### src/rtl/multi_word_instruction_decoder_if.sv
// ---------------------------------------------------------------------------
// multi_word_instruction_decoder_if
// Bundles the instruction-fetch handshake, the flush strobe and the decoded
// control bundle of multi_word_instruction_decoder into a single interface.
//
// Signals:
//   flush          - synchronous abort of any in-flight decode
//   instr_valid    - producer offers a 16-bit program word
//   instruction    - the offered program word
//   instr_ready    - decoder accepts the word on this edge
//   ctrl_valid     - control bundle is valid
//   ctrl_ready     - consumer takes the bundle on this edge
//   gpr_*          - GPR select / enables of the bundle
//   data_out(_en)  - immediate value and its bus-drive enable
//   mem_*          - data-memory address and strobes
//   illegal        - bundle carries an unsupported opcode
//
// Modports:
//   slave  - the decoder side
//   master - the producer/consumer side (testbench or surrounding core)
// ---------------------------------------------------------------------------
interface multi_word_instruction_decoder_if #(
  parameter int DATA_WIDTH     = 8,
  parameter int GPR_ADDR_WIDTH = 5,
  parameter int MEM_ADDR_WIDTH = 16
);
  logic                      flush;
  logic                      instr_valid;
  logic [15:0]               instruction;
  logic                      instr_ready;
  logic                      ctrl_valid;
  logic                      ctrl_ready;
  logic [GPR_ADDR_WIDTH-1:0] gpr_write_addr;
  logic [GPR_ADDR_WIDTH-1:0] gpr_read_addr;
  logic                      gpr_write_en;
  logic                      gpr_read_en;
  logic [DATA_WIDTH-1:0]     data_out;
  logic                      data_out_en;
  logic [MEM_ADDR_WIDTH-1:0] mem_addr;
  logic                      mem_read_en;
  logic                      mem_write_en;
  logic                      illegal;

  modport slave (
    input  flush, instr_valid, instruction, ctrl_ready,
    output instr_ready, ctrl_valid, gpr_write_addr, gpr_read_addr,
           gpr_write_en, gpr_read_en, data_out, data_out_en,
           mem_addr, mem_read_en, mem_write_en, illegal
  );

  modport master (
    output flush, instr_valid, instruction, ctrl_ready,
    input  instr_ready, ctrl_valid, gpr_write_addr, gpr_read_addr,
           gpr_write_en, gpr_read_en, data_out, data_out_en,
           mem_addr, mem_read_en, mem_write_en, illegal
  );
endinterface

### src/rtl/multi_word_instruction_decoder.sv
// ---------------------------------------------------------------------------
// multi_word_instruction_decoder
// Decodes a stream of 16-bit program words into a registered control bundle.
// Single-word opcodes (LDI, MOV, NOP, illegal) produce a bundle one edge after
// acceptance. LDS/STS take a second word carrying a 16-bit data address and
// produce their bundle one edge after that second word is accepted.
//
// Ports:
//   clk   - sole clock, rising edge
//   rst_n - asynchronous active-low reset
//   bus   - multi_word_instruction_decoder_if.slave (handshakes + bundle)
//
// Configuration:
//   DECODER_TWO_WORD_EN - when defined, LDS/STS are decoded as two-word
//                         instructions; otherwise they decode as illegal and
//                         the second-word state is never entered.
// ---------------------------------------------------------------------------
module multi_word_instruction_decoder #(
  parameter int DATA_WIDTH     = 8,
  parameter int GPR_ADDR_WIDTH = 5,
  parameter int MEM_ADDR_WIDTH = 16
) (
  input  logic clk,
  input  logic rst_n,
  multi_word_instruction_decoder_if.slave bus
);

  typedef enum logic {WORD1, WORD2} state_t;

  typedef struct packed {
    logic [GPR_ADDR_WIDTH-1:0] gpr_write_addr;
    logic [GPR_ADDR_WIDTH-1:0] gpr_read_addr;
    logic                      gpr_write_en;
    logic                      gpr_read_en;
    logic [DATA_WIDTH-1:0]     data_out;
    logic                      data_out_en;
    logic [MEM_ADDR_WIDTH-1:0] mem_addr;
    logic                      mem_read_en;
    logic                      mem_write_en;
    logic                      illegal;
  } bundle_t;

  state_t      state, state_n;
  logic        ctrl_valid_q, ctrl_valid_n;
  logic        pend_store_q, pend_store_n;
  logic [4:0]  pend_reg_q, pend_reg_n;
  bundle_t     bundle_q, bundle_n, dec;
  logic        load;
  logic        instr_ready;
  logic        accept;
  logic [15:0] instr;

  assign instr       = bus.instruction;
  // A new word can enter whenever the output register is empty or being
  // drained on this same edge; reset blocks acceptance outright.
  assign instr_ready = rst_n && (!ctrl_valid_q || bus.ctrl_ready);
  assign accept      = bus.instr_valid && instr_ready;

  // State, pending-first-word and bundle registers.
  always_ff @(posedge clk or negedge rst_n) begin
    if (!rst_n) begin
      state        <= WORD1;
      ctrl_valid_q <= 1'b0;
      pend_store_q <= 1'b0;
      pend_reg_q   <= '0;
      bundle_q     <= '0;
    end else begin
      state        <= state_n;
      ctrl_valid_q <= ctrl_valid_n;
      pend_store_q <= pend_store_n;
      pend_reg_q   <= pend_reg_n;
      bundle_q     <= bundle_n;
    end
  end

  // Next-state and bundle decode. The decoded bundle starts from all-zero so
  // every field an opcode does not use is forced to 0.
  always_comb begin
    state_n      = state;
    ctrl_valid_n = ctrl_valid_q;
    pend_store_n = pend_store_q;
    pend_reg_n   = pend_reg_q;
    bundle_n     = bundle_q;
    dec          = '0;
    load         = 1'b0;

    if (ctrl_valid_q && bus.ctrl_ready) begin
      ctrl_valid_n = 1'b0;
    end

    if (bus.flush) begin
      ctrl_valid_n = 1'b0;
      state_n      = WORD1;
      pend_store_n = 1'b0;
      pend_reg_n   = '0;
    end else if (accept) begin
      case (state)
        WORD1: begin
          load = 1'b1;
          if (instr[15:12] == 4'b1110) begin
            // LDI: destination restricted to the upper register half.
            dec.gpr_write_addr = GPR_ADDR_WIDTH'({1'b1, instr[7:4]});
            dec.data_out       = DATA_WIDTH'({instr[11:8], instr[3:0]});
            dec.data_out_en    = 1'b1;
            dec.gpr_write_en   = 1'b1;
          end else if (instr[15:10] == 6'b001011) begin
            // MOV: source MSB sits apart from its low nibble.
            dec.gpr_write_addr = GPR_ADDR_WIDTH'(instr[8:4]);
            dec.gpr_read_addr  = GPR_ADDR_WIDTH'({instr[9], instr[3:0]});
            dec.gpr_read_en    = 1'b1;
            dec.gpr_write_en   = 1'b1;
          end else if (instr == 16'h0000) begin
            dec = '0;
`ifdef DECODER_TWO_WORD_EN
          end else if (instr[15:10] == 6'b100100 && instr[3:0] == 4'b0000) begin
            // LDS (bit 9 = 0) / STS (bit 9 = 1): hold the register number and
            // wait for the address word; no bundle yet.
            load         = 1'b0;
            state_n      = WORD2;
            pend_store_n = instr[9];
            pend_reg_n   = instr[8:4];
`endif
          end else begin
            dec.illegal = 1'b1;
          end
        end
        WORD2: begin
          load         = 1'b1;
          dec.mem_addr = MEM_ADDR_WIDTH'(instr);
          if (pend_store_q) begin
            dec.gpr_read_addr = GPR_ADDR_WIDTH'(pend_reg_q);
            dec.mem_write_en  = 1'b1;
            dec.gpr_read_en   = 1'b1;
          end else begin
            dec.gpr_write_addr = GPR_ADDR_WIDTH'(pend_reg_q);
            dec.mem_read_en    = 1'b1;
            dec.gpr_write_en   = 1'b1;
          end
          state_n      = WORD1;
          pend_store_n = 1'b0;
          pend_reg_n   = '0;
        end
        default: state_n = WORD1;
      endcase

      if (load) begin
        bundle_n     = dec;
        ctrl_valid_n = 1'b1;
      end
    end
  end

  assign bus.instr_ready    = instr_ready;
  assign bus.ctrl_valid     = ctrl_valid_q;
  assign bus.gpr_write_addr = bundle_q.gpr_write_addr;
  assign bus.gpr_read_addr  = bundle_q.gpr_read_addr;
  assign bus.gpr_write_en   = bundle_q.gpr_write_en;
  assign bus.gpr_read_en    = bundle_q.gpr_read_en;
  assign bus.data_out       = bundle_q.data_out;
  assign bus.data_out_en    = bundle_q.data_out_en;
  assign bus.mem_addr       = bundle_q.mem_addr;
  assign bus.mem_read_en    = bundle_q.mem_read_en;
  assign bus.mem_write_en   = bundle_q.mem_write_en;
  assign bus.illegal        = bundle_q.illegal;

endmodule

### src/flat_wrapper.sv
// flat-port wrapper written by rule: the top's interface ports become plain ports
module multi_word_instruction_decoder_flat 
#(
  parameter int DATA_WIDTH     = 8,
  parameter int GPR_ADDR_WIDTH = 5,
  parameter int MEM_ADDR_WIDTH = 16
)
  (clk, rst_n, bus_flush, bus_instr_valid, bus_instruction, bus_ctrl_ready, bus_instr_ready, bus_ctrl_valid, bus_gpr_write_addr, bus_gpr_read_addr, bus_gpr_write_en, bus_gpr_read_en, bus_data_out, bus_data_out_en, bus_mem_addr, bus_mem_read_en, bus_mem_write_en, bus_illegal);
  multi_word_instruction_decoder_if #(.DATA_WIDTH(DATA_WIDTH), .GPR_ADDR_WIDTH(GPR_ADDR_WIDTH), .MEM_ADDR_WIDTH(MEM_ADDR_WIDTH)) bus_i ();
  input  logic clk;
  input  logic rst_n;
  input wire logic [$bits(bus_i.flush)-1:0] bus_flush;
  input wire logic [$bits(bus_i.instr_valid)-1:0] bus_instr_valid;
  input wire logic [$bits(bus_i.instruction)-1:0] bus_instruction;
  input wire logic [$bits(bus_i.ctrl_ready)-1:0] bus_ctrl_ready;
  output wire logic [$bits(bus_i.instr_ready)-1:0] bus_instr_ready;
  output wire logic [$bits(bus_i.ctrl_valid)-1:0] bus_ctrl_valid;
  output wire logic [$bits(bus_i.gpr_write_addr)-1:0] bus_gpr_write_addr;
  output wire logic [$bits(bus_i.gpr_read_addr)-1:0] bus_gpr_read_addr;
  output wire logic [$bits(bus_i.gpr_write_en)-1:0] bus_gpr_write_en;
  output wire logic [$bits(bus_i.gpr_read_en)-1:0] bus_gpr_read_en;
  output wire logic [$bits(bus_i.data_out)-1:0] bus_data_out;
  output wire logic [$bits(bus_i.data_out_en)-1:0] bus_data_out_en;
  output wire logic [$bits(bus_i.mem_addr)-1:0] bus_mem_addr;
  output wire logic [$bits(bus_i.mem_read_en)-1:0] bus_mem_read_en;
  output wire logic [$bits(bus_i.mem_write_en)-1:0] bus_mem_write_en;
  output wire logic [$bits(bus_i.illegal)-1:0] bus_illegal;
  assign bus_i.flush = bus_flush;
  assign bus_i.instr_valid = bus_instr_valid;
  assign bus_i.instruction = bus_instruction;
  assign bus_i.ctrl_ready = bus_ctrl_ready;
  assign bus_instr_ready = bus_i.instr_ready;
  assign bus_ctrl_valid = bus_i.ctrl_valid;
  assign bus_gpr_write_addr = bus_i.gpr_write_addr;
  assign bus_gpr_read_addr = bus_i.gpr_read_addr;
  assign bus_gpr_write_en = bus_i.gpr_write_en;
  assign bus_gpr_read_en = bus_i.gpr_read_en;
  assign bus_data_out = bus_i.data_out;
  assign bus_data_out_en = bus_i.data_out_en;
  assign bus_mem_addr = bus_i.mem_addr;
  assign bus_mem_read_en = bus_i.mem_read_en;
  assign bus_mem_write_en = bus_i.mem_write_en;
  assign bus_illegal = bus_i.illegal;
  multi_word_instruction_decoder #(.DATA_WIDTH(DATA_WIDTH), .GPR_ADDR_WIDTH(GPR_ADDR_WIDTH), .MEM_ADDR_WIDTH(MEM_ADDR_WIDTH)) u_core (.clk(clk), .rst_n(rst_n), .bus(bus_i));
endmodule
### config.mk
export PLATFORM = sky130hd
export DESIGN_NAME = multi_word_instruction_decoder_flat
export DESIGN_NICKNAME = d
export VERILOG_FILES = /design/src/rtl/multi_word_instruction_decoder_if.sv /design/src/rtl/multi_word_instruction_decoder.sv /design/src/flat_wrapper.sv
export SDC_FILE = /design/constraint.sdc
export NUM_CORES = 1
export LEC_CHECK = 0
export CAP_MARGIN = 15
export CORE_MARGIN = 1.5
export CORE_UTILIZATION = 42
export CTS_BUF_LIST = sky130_fd_sc_hd__clkbuf_8
export CTS_CLUSTER_DIAMETER = 80
export DETAILED_ROUTE_END_ITERATION = 6
export GPL_ROUTABILITY_DRIVEN = 0
export GPL_TIMING_DRIVEN = 0
export PLACE_DENSITY = 0.83
export RECOVER_POWER = 25
export SYNTH_ARGS = -nofsm -noshare
export SYNTH_HDL_FRONTEND = slang
export SYNTH_SLANG_ARGS = --single-unit
export TNS_END_PERCENT = 1
### constraint.sdc
create_clock -name clk -period 1.4 [get_ports clk]
set_input_delay 0.14 -clock clk [delete_from_list [all_inputs] [get_ports clk]]
set_output_delay 0.14 -clock clk [all_outputs]
set_load 0.02 [all_outputs]
# == Word-level counts from Yosys, hierarchy flattened ==
# Cells that the tools add are included.
# op_classes
n_eq_ne,2
muxes,31
bitwise,2
reduce_logical,10
# ops
operator,count
$pmux W18 S2,1
$mux W5,7
$pmux W12 S2,1
$mux W1,19
$mux W9,2
$logic_not A16 Y1,1
$mux W12,1
$eq A6 B4 Y1 const B,1
$eq A4 B4 Y1 const B,1
$reduce_bool A2 Y1,2
$logic_and A1 B1 Y1,3
$reduce_and A3 Y1,1
$not A1 Y1,2
$reduce_and A2 Y1,1
$logic_not A1 Y1,1
$logic_or A1 B1 Y1,1
# word_totals
reg_bits,48
input_bits,21
elab_cells,59

# == Longest topological paths before layout ==
# depth
word_depth,9
depth_mapped,5

# == Worst setup path after synthesis ==
# No wires, ideal clock.
# synth_timing
kind,flip-flop to flip-flop
start,"register u_core.ctrl_valid_q, in the netlist u_core.bus.ctrl_valid"
end,"register u_core.bundle_q, in the netlist u_core.bus.gpr_write_en"
setup_time_ns,0.125
t_arrival_ns,1.281
required_ns,1.275
path_slack_ns,-0.006
stages_incl_launch_ff,5
cell_sequence,dfrtp_1 -> and2b_1 -> buf_6 -> nor3_4 -> mux2_2
# synth_via
elab_chain_len,5
# synth_rtl
element,line_no,source
start: declaration,multi_word_instruction_decoder.sv:44,"logic ctrl_valid_q, ctrl_valid_n;"
start signal: assignment,multi_word_instruction_decoder.sv:69,ctrl_valid_q <= ctrl_valid_n;
$logic_not A1 Y1,multi_word_instruction_decoder.sv:56,assign instr_ready = rst_n && (!ctrl_valid_q || bus.ctrl_ready);
$logic_or A1 B1 Y1,multi_word_instruction_decoder.sv:56,
$logic_and A1 B1 Y1,multi_word_instruction_decoder.sv:56,
$logic_and A1 B1 Y1,multi_word_instruction_decoder.sv:57,assign accept = bus.instr_valid && instr_ready;
$reduce_and A3 Y1 (no source line),-,
end signal: assignment,multi_word_instruction_decoder.sv:72,bundle_q <= bundle_n;
end: declaration,multi_word_instruction_decoder.sv:47,"bundle_t bundle_q, bundle_n, dec;"
# Every way passes these cells.
# A chain may end at the register's enable or synchronous reset.

# == Final worst setup path ==
# layout_timing
start,"register u_core.ctrl_valid_q, in the netlist u_core.bus.ctrl_valid"
end,"register u_core.bundle_q, in the netlist u_core.bus.gpr_read_addr[3]"
# Same word-level chain as after synthesis.

==> impl_metrics.json <==
{
  "run_status": "complete, but fails checks",
  "violations": "negative setup slack",
  "cts_buffers": 3,
  "cp-end-kind": "flop",
  "synth_top_family_by_area": "compound AO/OA/AOI/OAI gates",
  "area_growth_pct": 48.3,
  "synth_flop_cell": "dfrtp_1",
  "core_um2": 2830,
  "rrSetupSlack_ns": -0.05,
  "synth-edff-count": 0,
  "drt-pass1-iter-count": 4,
  "finalCritPeriodShare": 1.04,
  "fmax_mhz": 689,
  "grt.busiest_layer": "met2",
  "grt_pass1_vias": 1202,
  "die_h_um": 58.5,
  "async_flop_share": 1.00,
  "syn_area_per_cell_um2": 10.2,
  "post-place-ws_ns": -1.48,
  "nFillCells": 233,
  "clock_path_buffers": 2,
  "grt_pass1_wl_um": 5480,
  "grt_use_total": 0.208,
  "vias": 1202,
  "drt_iter0_markers": 45,
  "ir_drop_mv": 0.405,
  "dp_hpwl_um": 2380,
  "netlist_area_um2": 1290,
  "seq_area_frac_synth": 0.444,
  "placement.io_buffers": 44,
  "worst_pin_slew_ns": 1.05,
  "drive_gt1_frac": 0.260,
  "synth_mux_area_frac": 0.0174,
  "wirelength_um": 3520,
  "diodes": 0,
  "fp.dieW_um": 58.5,
  "antenna_left": 0,
  "cap_violations": 0,
  "grt_overflow": 0,
  "slew_viol_final": 0,
  "cts.sinks": 23,
  "final_cell_mix": "clkdlybuf4s50_1 (26), buf_4 (22), dfrtp_1 (22)",
  "cts.clk_slew.worst_paths_ns": 0.08,
  "finClkSkew_ns": 0.000888,
  "synth-xor-area-share": 0,
  "final_util": 0.679,
  "cts_tree": "built",
  "rsz0062_at_grt": "yes",
  "viasPerCell": 5.30,
  "std_cell_rows": 19,
  "fin_crit_ns": 1.45,
  "setup_slack_ns": -0.0508,
  "yosys.area_share.simple": 0.153,
  "cp.required_ns": 1.54,
  "crit_fanout": 5,
  "met3_usage": 0.0308,
  "leakage_nw": 0.904,
  "p_per_area_nw_per_um2": 780,
  "netlist_instances": 127,
  "die-area_um2": 3430,
  "yosysWarningCount": 0,
  "io_pins": 63,
  "final_nets": 218,
  "finalSetupViolCount": 7,
  "antenna_found_initial": 0,
  "report.final.hold_viol_count": 0,
  "hold_path.class": "input pin to flop",
  "root_buffer": "clkbuf_8",
  "use_met1": 0.273,
  "htreeDepth": 1,
  "grt_max_degree": 24,
  "synth_compound_area_frac": 0.209,
  "met2_usage": 0.353,
  "synth_cell_types": 30,
  "crit_arrival_ns": 1.59,
  "ys_ff_latch": 23,
  "holdWs_ns": 0.200,
  "path_class": "flop to flop",
  "routedWlPerCell_um": 15.5,
  "critPathLaunchType": "flop",
  "initial_utilization": 0.458,
  "clk_latency_ns": 0.26,
  "slew_headroom": 0.303,
  "final_common_cell": "clkdlybuf4s50_1",
  "synth-adder-area-share": 0,
  "drc": 0
}
per-stage QoR:
stage	setup TNS (ns)	instance area, um2	instances	total power, mW
floorplan	0	1360	144	0.922
finish	-0.197	1920	227	1.50
detailed placement	-29.26	1840	219	1.09
global route	-0.683	1920	227	1.56
global placement	-25.51	1840	219	1.08
CTS	-0.174	1960	227	1.50
cell usage after synthesis (2+ instances only):
cell	n	area [um2]
inv_1	5	18.8
nand2_1	9	33.8
nand4_1	4	25.0
buf_4	19	143
buf_6	4	45.0
buf_2	2	10.0
nor2_1	2	7.51
o21ai_1	10	50.1
o2bb2ai_1	4	35.0
o31ai_1	23	173
dfrtp_1	23	576
nor4_1	4	25.0
per-layer routing:
layer | vias to the layer above | routed length, um
met5 | - | 0
met3 | 7 | 295
met4 | 0 | 40
met2 | 64 | 1710
met1 | 567 | 1470
li1 | 564 | -
layout make-up:
| cell class | instances | area [um2] | area share |
|---|---|---|---|
| timing repair buffer | 48 | 425 | 0.221 |
| clock inverter | 1 | 3.75 | 0.00195 |
| multi-input combinational | 89 | 606 | 0.315 |
| buffer | 26 | 206 | 0.107 |
| clock buffer | 3 | 41.3 | 0.0215 |
| sequential | 23 | 577 | 0.300 |
| tap | 31 | 38.8 | 0.0202 |
| inverter | 6 | 22.5 | 0.0117 |
power by group:
| group | internal (mW) | switching, mW |
|---|---|---|
| registers | 0.690 | 0.0169 |
| clock network | 0.196 | 0.209 |
| logic | 0.178 | 0.209 |
| total | 1.06 | 0.435 |
kinds of logic (layout without fill, tap and decap cells):
kind of cell,Yosys count,count (layout)
simple gates,30,30
flops,23,23
buf+inv,32,84
other cells,1,18
mux,2,2
compound gates,39,39
registers in the layout, summed over array words and instances, names as in the netlist:
| register | cells |
|---|---|
| u_core.bus.data_out | 8 |
| u_core.bus.gpr_read_addr | 5 |
| u_core.bus.gpr_write_addr | 5 |
| u_core.bus.ctrl_valid | 1 |
| u_core.bus.data_out_en | 1 |
| u_core.bus.gpr_read_en | 1 |
| u_core.bus.gpr_write_en | 1 |
| u_core.bus.illegal | 1 |
worst max-delay path, stage by stage (launching register included):
cell and delay [ns]:
dfrtp_2 0.42, and2b_1 0.16, buf_6 0.13, bufbuf_16 0.26
o31ai_2 0.23, o31ai_1 0.12
final timing paths:
path                                               from                            to  cells after the start
hold reg to reg            u_core.bus.gpr_write_addr[2]  u_core.bus.gpr_write_addr[2]                      1
min in group asynchronous                         rst_n        u_core.bus.gpr_read_en                      2
setup / recovery                  u_core.bus.ctrl_valid   u_core.bus.gpr_read_addr[3]                      5
max in group asynchronous                         rst_n         u_core.bus.ctrl_valid                      2
setup reg to reg                  u_core.bus.ctrl_valid   u_core.bus.gpr_read_addr[3]                      5
hold / removal                                    rst_n            u_core.bus.illegal                      3
timing repair:
item                                    CTS  global route
pin swaps                                 0             0
endpoints found under the hold margin    23             0
endpoints found under the setup margin   25            55
setup buffers                             2             0
hold buffers                              1             0
cloned                                    1             0
resized for setup                        17            23
No activity file was read; power rests on OpenSTA's default activity.
